==> src/rtl/ej32_obuf_tx.sv <==
// Console-output responder on the core's byte bus: a 4-byte register window
// whose TXD writes feed a FIFO drained as 8N1 serial frames on tx_o.
module ej32_obuf_tx #(
  parameter int unsigned OBUF         = 'h1400,
  parameter int unsigned ASZ          = 17,
  parameter int unsigned DEPTH        = 16,
  parameter int unsigned CLKS_PER_BIT = 868
) (
  input  logic           clk,
  input  logic           rst,
  input  logic [ASZ-1:0] addr_i,
  input  logic [7:0]     data_i,
  input  logic           dwe_i,
  output logic [7:0]     data_o,
  output logic           hit_o,
  output logic           tx_o,
  output logic           busy_o
);

  localparam int unsigned AW = $clog2(DEPTH);
  localparam int unsigned PW = AW + 1;
  localparam int unsigned BW = $clog2(CLKS_PER_BIT);
  localparam logic [ASZ:0] BASE = (ASZ+1)'(OBUF);
  localparam logic [ASZ:0] LAST = BASE + (ASZ+1)'(3);
  localparam logic [BW-1:0] BAUD_LAST = BW'(CLKS_PER_BIT - 1);

  typedef enum logic [1:0] {IDLE, START, DATA, STOP} state_t;

  state_t          state, state_d;
  logic [PW-1:0]   wptr, rptr, wptr_d, rptr_d, count;
  logic [7:0]      mem [DEPTH];
  logic            empty, empty_d, full, ovf;
  logic            push_req, push, pop, stat_rd, tx_busy;
  logic [ASZ:0]    addr_x;
  logic [1:0]      off;
  logic [7:0]      rdata;
  logic [BW-1:0]   baud, baud_d;
  logic [2:0]      bitc, bit_d;
  logic [7:0]      shreg, shreg_d;
  logic            baud_end, tx_d, busy_d;

  // Window decode is purely combinational; the extra address bit keeps OBUF+3 from wrapping.
  assign addr_x = {1'b0, addr_i};
  assign hit_o  = (addr_x >= BASE) && (addr_x <= LAST);
  assign off    = 2'(addr_i - ASZ'(OBUF));

  assign push_req = hit_o & dwe_i & (off == 2'd0);
  assign stat_rd  = hit_o & ~dwe_i & (off == 2'd1);

  assign count   = wptr - rptr;
  assign empty   = (wptr == rptr);
  assign full    = (count == PW'(DEPTH));
  assign tx_busy = (state != IDLE);
  assign pop     = (state == IDLE) & ~empty;
  // A pop in the same cycle frees the slot, so a push into a full FIFO still lands.
  assign push    = push_req & (~full | pop);
  assign wptr_d  = wptr + PW'(push);
  assign rptr_d  = rptr + PW'(pop);
  assign empty_d = (wptr_d == rptr_d);

  always_ff @(posedge clk) begin
    if (rst) begin
      wptr <= '0;
      rptr <= '0;
      ovf  <= 1'b0;
    end else begin
      wptr <= wptr_d;
      rptr <= rptr_d;
      if (push_req & full & ~pop) ovf <= 1'b1;
      else if (stat_rd)           ovf <= 1'b0;
    end
  end

  always_ff @(posedge clk) begin
    if (push) mem[wptr[AW-1:0]] <= data_i;
  end

  // Read mux sampled with the address, giving SRAM-like single-cycle latency.
  always_comb begin
    rdata = 8'h00;
    if (hit_o & ~dwe_i) begin
      case (off)
        2'd1:    rdata = {4'b0000, tx_busy, ovf, full, empty};
        2'd2:    rdata = 8'(count);
        default: rdata = 8'h00;
      endcase
    end
  end

  always_ff @(posedge clk) begin
    if (rst) data_o <= 8'h00;
    else     data_o <= rdata;
  end

  assign baud_end = (baud == BAUD_LAST);

  always_ff @(posedge clk) begin
    if (rst) state <= IDLE;
    else     state <= state_d;
  end

  always_comb begin
    state_d = state;
    case (state)
      IDLE:  if (!empty) state_d = START;
      START: if (baud_end) state_d = DATA;
      DATA:  if (baud_end && (bitc == 3'd7)) state_d = STOP;
      STOP:  if (baud_end) state_d = IDLE;
      default: state_d = IDLE;
    endcase
  end

  // tx_o and busy_o are registered from next-cycle values so they line up with state.
  always_comb begin
    baud_d  = '0;
    bit_d   = bitc;
    shreg_d = shreg;
    case (state)
      IDLE: begin
        if (pop) begin
          shreg_d = mem[rptr[AW-1:0]];
          bit_d   = 3'd0;
        end
      end
      default: begin
        baud_d = baud_end ? '0 : baud + BW'(1);
        if ((state == DATA) && baud_end) begin
          bit_d   = bitc + 3'd1;
          shreg_d = {1'b0, shreg[7:1]};
        end
      end
    endcase
    case (state_d)
      START:   tx_d = 1'b0;
      DATA:    tx_d = shreg_d[0];
      default: tx_d = 1'b1;
    endcase
    busy_d = (state_d != IDLE) | ~empty_d;
  end

  always_ff @(posedge clk) begin
    if (rst) begin
      baud   <= '0;
      bitc   <= 3'd0;
      shreg  <= 8'h00;
      tx_o   <= 1'b1;
      busy_o <= 1'b0;
    end else begin
      baud   <= baud_d;
      bitc   <= bit_d;
      shreg  <= shreg_d;
      tx_o   <= tx_d;
      busy_o <= busy_d;
    end
  end

endmodule

==> config.mk <==
export PLATFORM = sky130hd
export DESIGN_NAME = ej32_obuf_tx
export DESIGN_NICKNAME = d
export VERILOG_FILES = /design/src/rtl/ej32_obuf_tx.sv
export SDC_FILE = /design/constraint.sdc
export NUM_CORES = 1
export LEC_CHECK = 0
export ABC_AREA = 1
export BUFFER_PORTS_ARGS = -buffer_cell sky130_fd_sc_hd__buf_2
export CAP_MARGIN = 0
export CORE_MARGIN = 1.5
export CORE_UTILIZATION = 60
export CTS_CLUSTER_DIAMETER = 50
export CTS_CLUSTER_SIZE = 16
export DETAILED_ROUTE_END_ITERATION = 10
export PLACE_DENSITY = 0.79
export SETUP_SLACK_MARGIN = 0.05
export SYNTH_ARGS = -nofsm -noshare
export SYNTH_HDL_FRONTEND = slang
export SYNTH_SLANG_ARGS = --single-unit
==> constraint.sdc <==
create_clock -name clk -period 4.5 [get_ports clk]
set_input_delay 0.9 -clock clk [delete_from_list [all_inputs] [get_ports clk]]
set_output_delay 0.9 -clock clk [all_outputs]
set_load 0.02 [all_outputs]
==> flow_metrics.env <==
export IMPL_die_area_um2=13020
export IMPL_endpoint_kind="flip-flop"
export IMPL_synth_top_cell_by_area="edfxtp_1"
export IMPL_fmax_ghz=0.2940
export IMPL_ctsHoldBuffers=0
export IMPL_period_minus_slack_ns=3.401
export IMPL_via_per_inst=5.732
export IMPL_synthCells=729
export IMPL_critPathLaunchType="flip-flop"
export IMPL_finalHoldViolCount=0
export IMPL_synth_edf_count=128
export IMPL_fin_cells=920
export IMPL_finalCoreUtilization_pct=68.52
export IMPL_die_h_um=114.1
export IMPL_cp_max_fo=11
export IMPL_diodes=0
export IMPL_wl_per_cell_um=17.12
export IMPL_cts_repair_resized=0
export IMPL_cts_buffers=17
export IMPL_p_leak_uw=0.003119
export IMPL_route_detailed_drc=0
export IMPL_rsz0062_at_grt="no"
export IMPL_synth_avg_cell_area_um2=10.16
export IMPL_yosysTopAreaCellShare_pct=51.91
export IMPL_whs_ns=0.4546
export IMPL_dp_cells=888
export IMPL_powerDensity_nw_per_um2=485.4
export IMPL_syn_to_final_growth_pct=11.15
export IMPL_nets=804
export IMPL_cts_tree="yes"
export IMPL_grtUsageTotal_pct=26.01
export IMPL_critPathKind="flip-flop to flip-flop"
export IMPL_synth_distinct_cells=42
export IMPL_cts_sinks=169
export IMPL_core_area_um2=12010
export IMPL_required_ns=4.81
export IMPL_drt_iter0_markers=573
export IMPL_fin_setup_tns_ns=0
export IMPL_ys_ff_latch=169
export IMPL_synth_async_sr_flop_share_pct=0
export IMPL_drv_slew=0
export IMPL_tightest_slew_ns=0.7959
export IMPL_root_buffer="clkbuf_16"
export IMPL_postCtsSetupBuffers=0
export IMPL_wl_um=15750
export IMPL_drive_above_1_share_pct=11.90
export IMPL_slew_headroom_pct=46.74
export IMPL_max_cap_violations=0
export IMPL_post_route_period_util_pct=75.57
export IMPL_gp_congestion=0.8472
export IMPL_grt_pass1_wl_um=25090
export IMPL_arrival_ns=3.71
export IMPL_yosys_most_used_dff="edfxtp_1"
export IMPL_grt_max_degree=67
export IMPL_drtPass1Iterations=5
export IMPL_ant_nets=0
export IMPL_status="complete, no violations"
export IMPL_grt_pass1_vias=5091
export IMPL_insertion_delay_ns=0.43
export IMPL_placementRows=40
export IMPL_cts_path_max_buffers=2
export IMPL_die_w_um=114.1
export IMPL_htreeDepth=4
export IMPL_syn_area_um2=7405
export IMPL_dr_total_vias=5273
export IMPL_hpwlAfterDp_um=10160
export IMPL_io_buffer_count=35
export IMPL_antenna_found_initial=0
export IMPL_io_pins=39
export IMPL_finalClockSkew_ns=0.01027
export IMPL_initial_core_util_pct=61.65
export IMPL_grt_overflow=0
export IMPL_yosys_warnings=0
export IMPL_setup_viol=0
export IMPL_hold_path_class="flip-flop to flip-flop"
export IMPL_max_vdd_ir_drop_mv=0.3378
export IMPL_seq_area_frac_synth_pct=62.99
export IMPL_clk_pin_slew_ns=0.06
export IMPL_synth_area_leaders="edfxtp_1 52%, dfxtp_1 11%, nand2_1 10%"
[placed cells by master (no fill, tap or decap), drive strengths merged]
master | synthesis | final
nand3 | 126 | 126
a21oi | 17 | 17
inv | 46 | 46
buf | 22 | 41
bufinv | 0 | 3
clkinv | 2 | 5
o21a | 1 | 1
nor2 | 59 | 59
ha | 15 | 15
nor3b | 2 | 2
xnor2 | 8 | 8
conb | 1 | 3
nand4 | 8 | 8
edfxtp | 128 | 128
nand3b | 1 | 1
clkbuf | 9 | 23
o211ai | 1 | 1
nand2 | 209 | 209
xor2 | 5 | 5
dfxtp | 41 | 41
clkinvlp | 0 | 3
or2 | 4 | 4
a31oi | 7 | 7
o21ai | 6 | 6
nor3 | 8 | 8
fa | 1 | 1
o22ai | 2 | 2
[cell type report]
type / instances / area (µm²)
Clock buffer: 23 / 447.9
Clock inverter: 9 / 123.9
Fill cell: 893 / 3781
Inverter: 48 / 180.2
Multi-Input combinational cell: 483 / 2409
Sequential cell: 169 / 4666
Tap cell: 147 / 183.9
Timing Repair Buffer: 41 / 220.2
[state kept, by name, summed over array words and instances (netlist names)]
signal	count
mem	128
baud	10
shreg	8
data_o	5
rptr	5
wptr	5
bitc	3
state	2
busy_o	1
ovf	1
tx_o	1
[synthesized netlist by cell type (2+ instances only)]
| cell type | instances |
|---|---|
| nor2_1 | 56 |
| buf_2 | 13 |
| clkinv_1 | 2 |
| nor3_4 | 2 |
| xnor2_2 | 2 |
| buf_4 | 3 |
| xor2_1 | 5 |
| or2_1 | 3 |
| a31oi_1 | 7 |
| o22ai_1 | 2 |
| nand2_2 | 5 |
| nor3_1 | 5 |
| nand3_1 | 125 |
| a21oi_1 | 15 |
| nand2_4 | 2 |
| o21ai_0 | 2 |
| nand2_1 | 202 |
| dfxtp_1 | 41 |
| xnor2_1 | 6 |
| buf_6 | 2 |
| ha_1 | 15 |
| inv_2 | 5 |
| o21ai_1 | 4 |
| nor3b_1 | 2 |
| inv_1 | 41 |
| buf_1 | 4 |
| edfxtp_1 | 128 |
| clkbuf_1 | 9 |
| nand4_1 | 7 |
| a21oi_2 | 2 |
[layer usage]
metal	vias to the layer above	track usage, %	wire length (µm)
li1	2529	-	-
met5	-	0	0
met1	2440	33.04	6515
met4	0	14.67	527
met3	53	5.506	1160
met2	251	41.93	7543
[cells by family (layout without fill, tap and decap cells)]
| kind of cell | Yosys count | after routing | synth area share (%) |
|---|---|---|---|
| buf+inv | 79 | 121 | 4.579 |
| fa+ha+maj | 16 | 16 | 2.805 |
| flops | 169 | 169 | 62.99 |
| xor+xnor | 13 | 13 | 1.740 |
| compound gates | 34 | 34 | 2.619 |
| other cells | 1 | 3 | 0.05064 |
| simple gates | 417 | 417 | 25.21 |
[stage by stage]
step / power, µW / instance area, µm² / setup slack [ns]
floorplan: 2391 / 7412 / 1.439
global placement: 2562 / 7659 / 1.340
detailed placement: 2583 / 7659 / 1.174
CTS: 3996 / 8230 / 1.140
global route: 4172 / 8230 / 0.7856
finish: 3995 / 8230 / 1.099
[where the power goes]
group / leakage (µW) / switching [µW] / internal [µW]
logic: 0.00137 / 584 / 254
clock network: 0.000269 / 557 / 867
registers: 0.00148 / 21.5 / 1710
[worst max-delay path, cell delays in order, from the launching register on]
cell and delay, ns:
dfxtp_1 0.57, clkinv_1 0.37, ha_1 0.47, nand2_1 0.07, nor2_1 0.14, nand2_2 0.10
nand2_4 0.11, inv_2 0.11, nor3_4 0.21, nor3_1 0.07, ha_1 0.20, ha_1 0.21
xnor2_1 0.23, xor2_1 0.10, nor2_1 0.10, o211ai_1 0.09, nand2_1 0.07, nand3_1 0.07
[worst paths after layout]
path | from | to | slack [ns] | depth (start not counted)
worst max register to register | rptr[3] | busy_o | 1.10 | 17
worst min-delay path | baud[0] | baud[0] | 0.45 | 1
worst min register to register | baud[0] | baud[0] | 0.45 | 1
worst max-delay path | rptr[3] | busy_o | 1.10 | 17
Power figures use the tool's default switching activity.
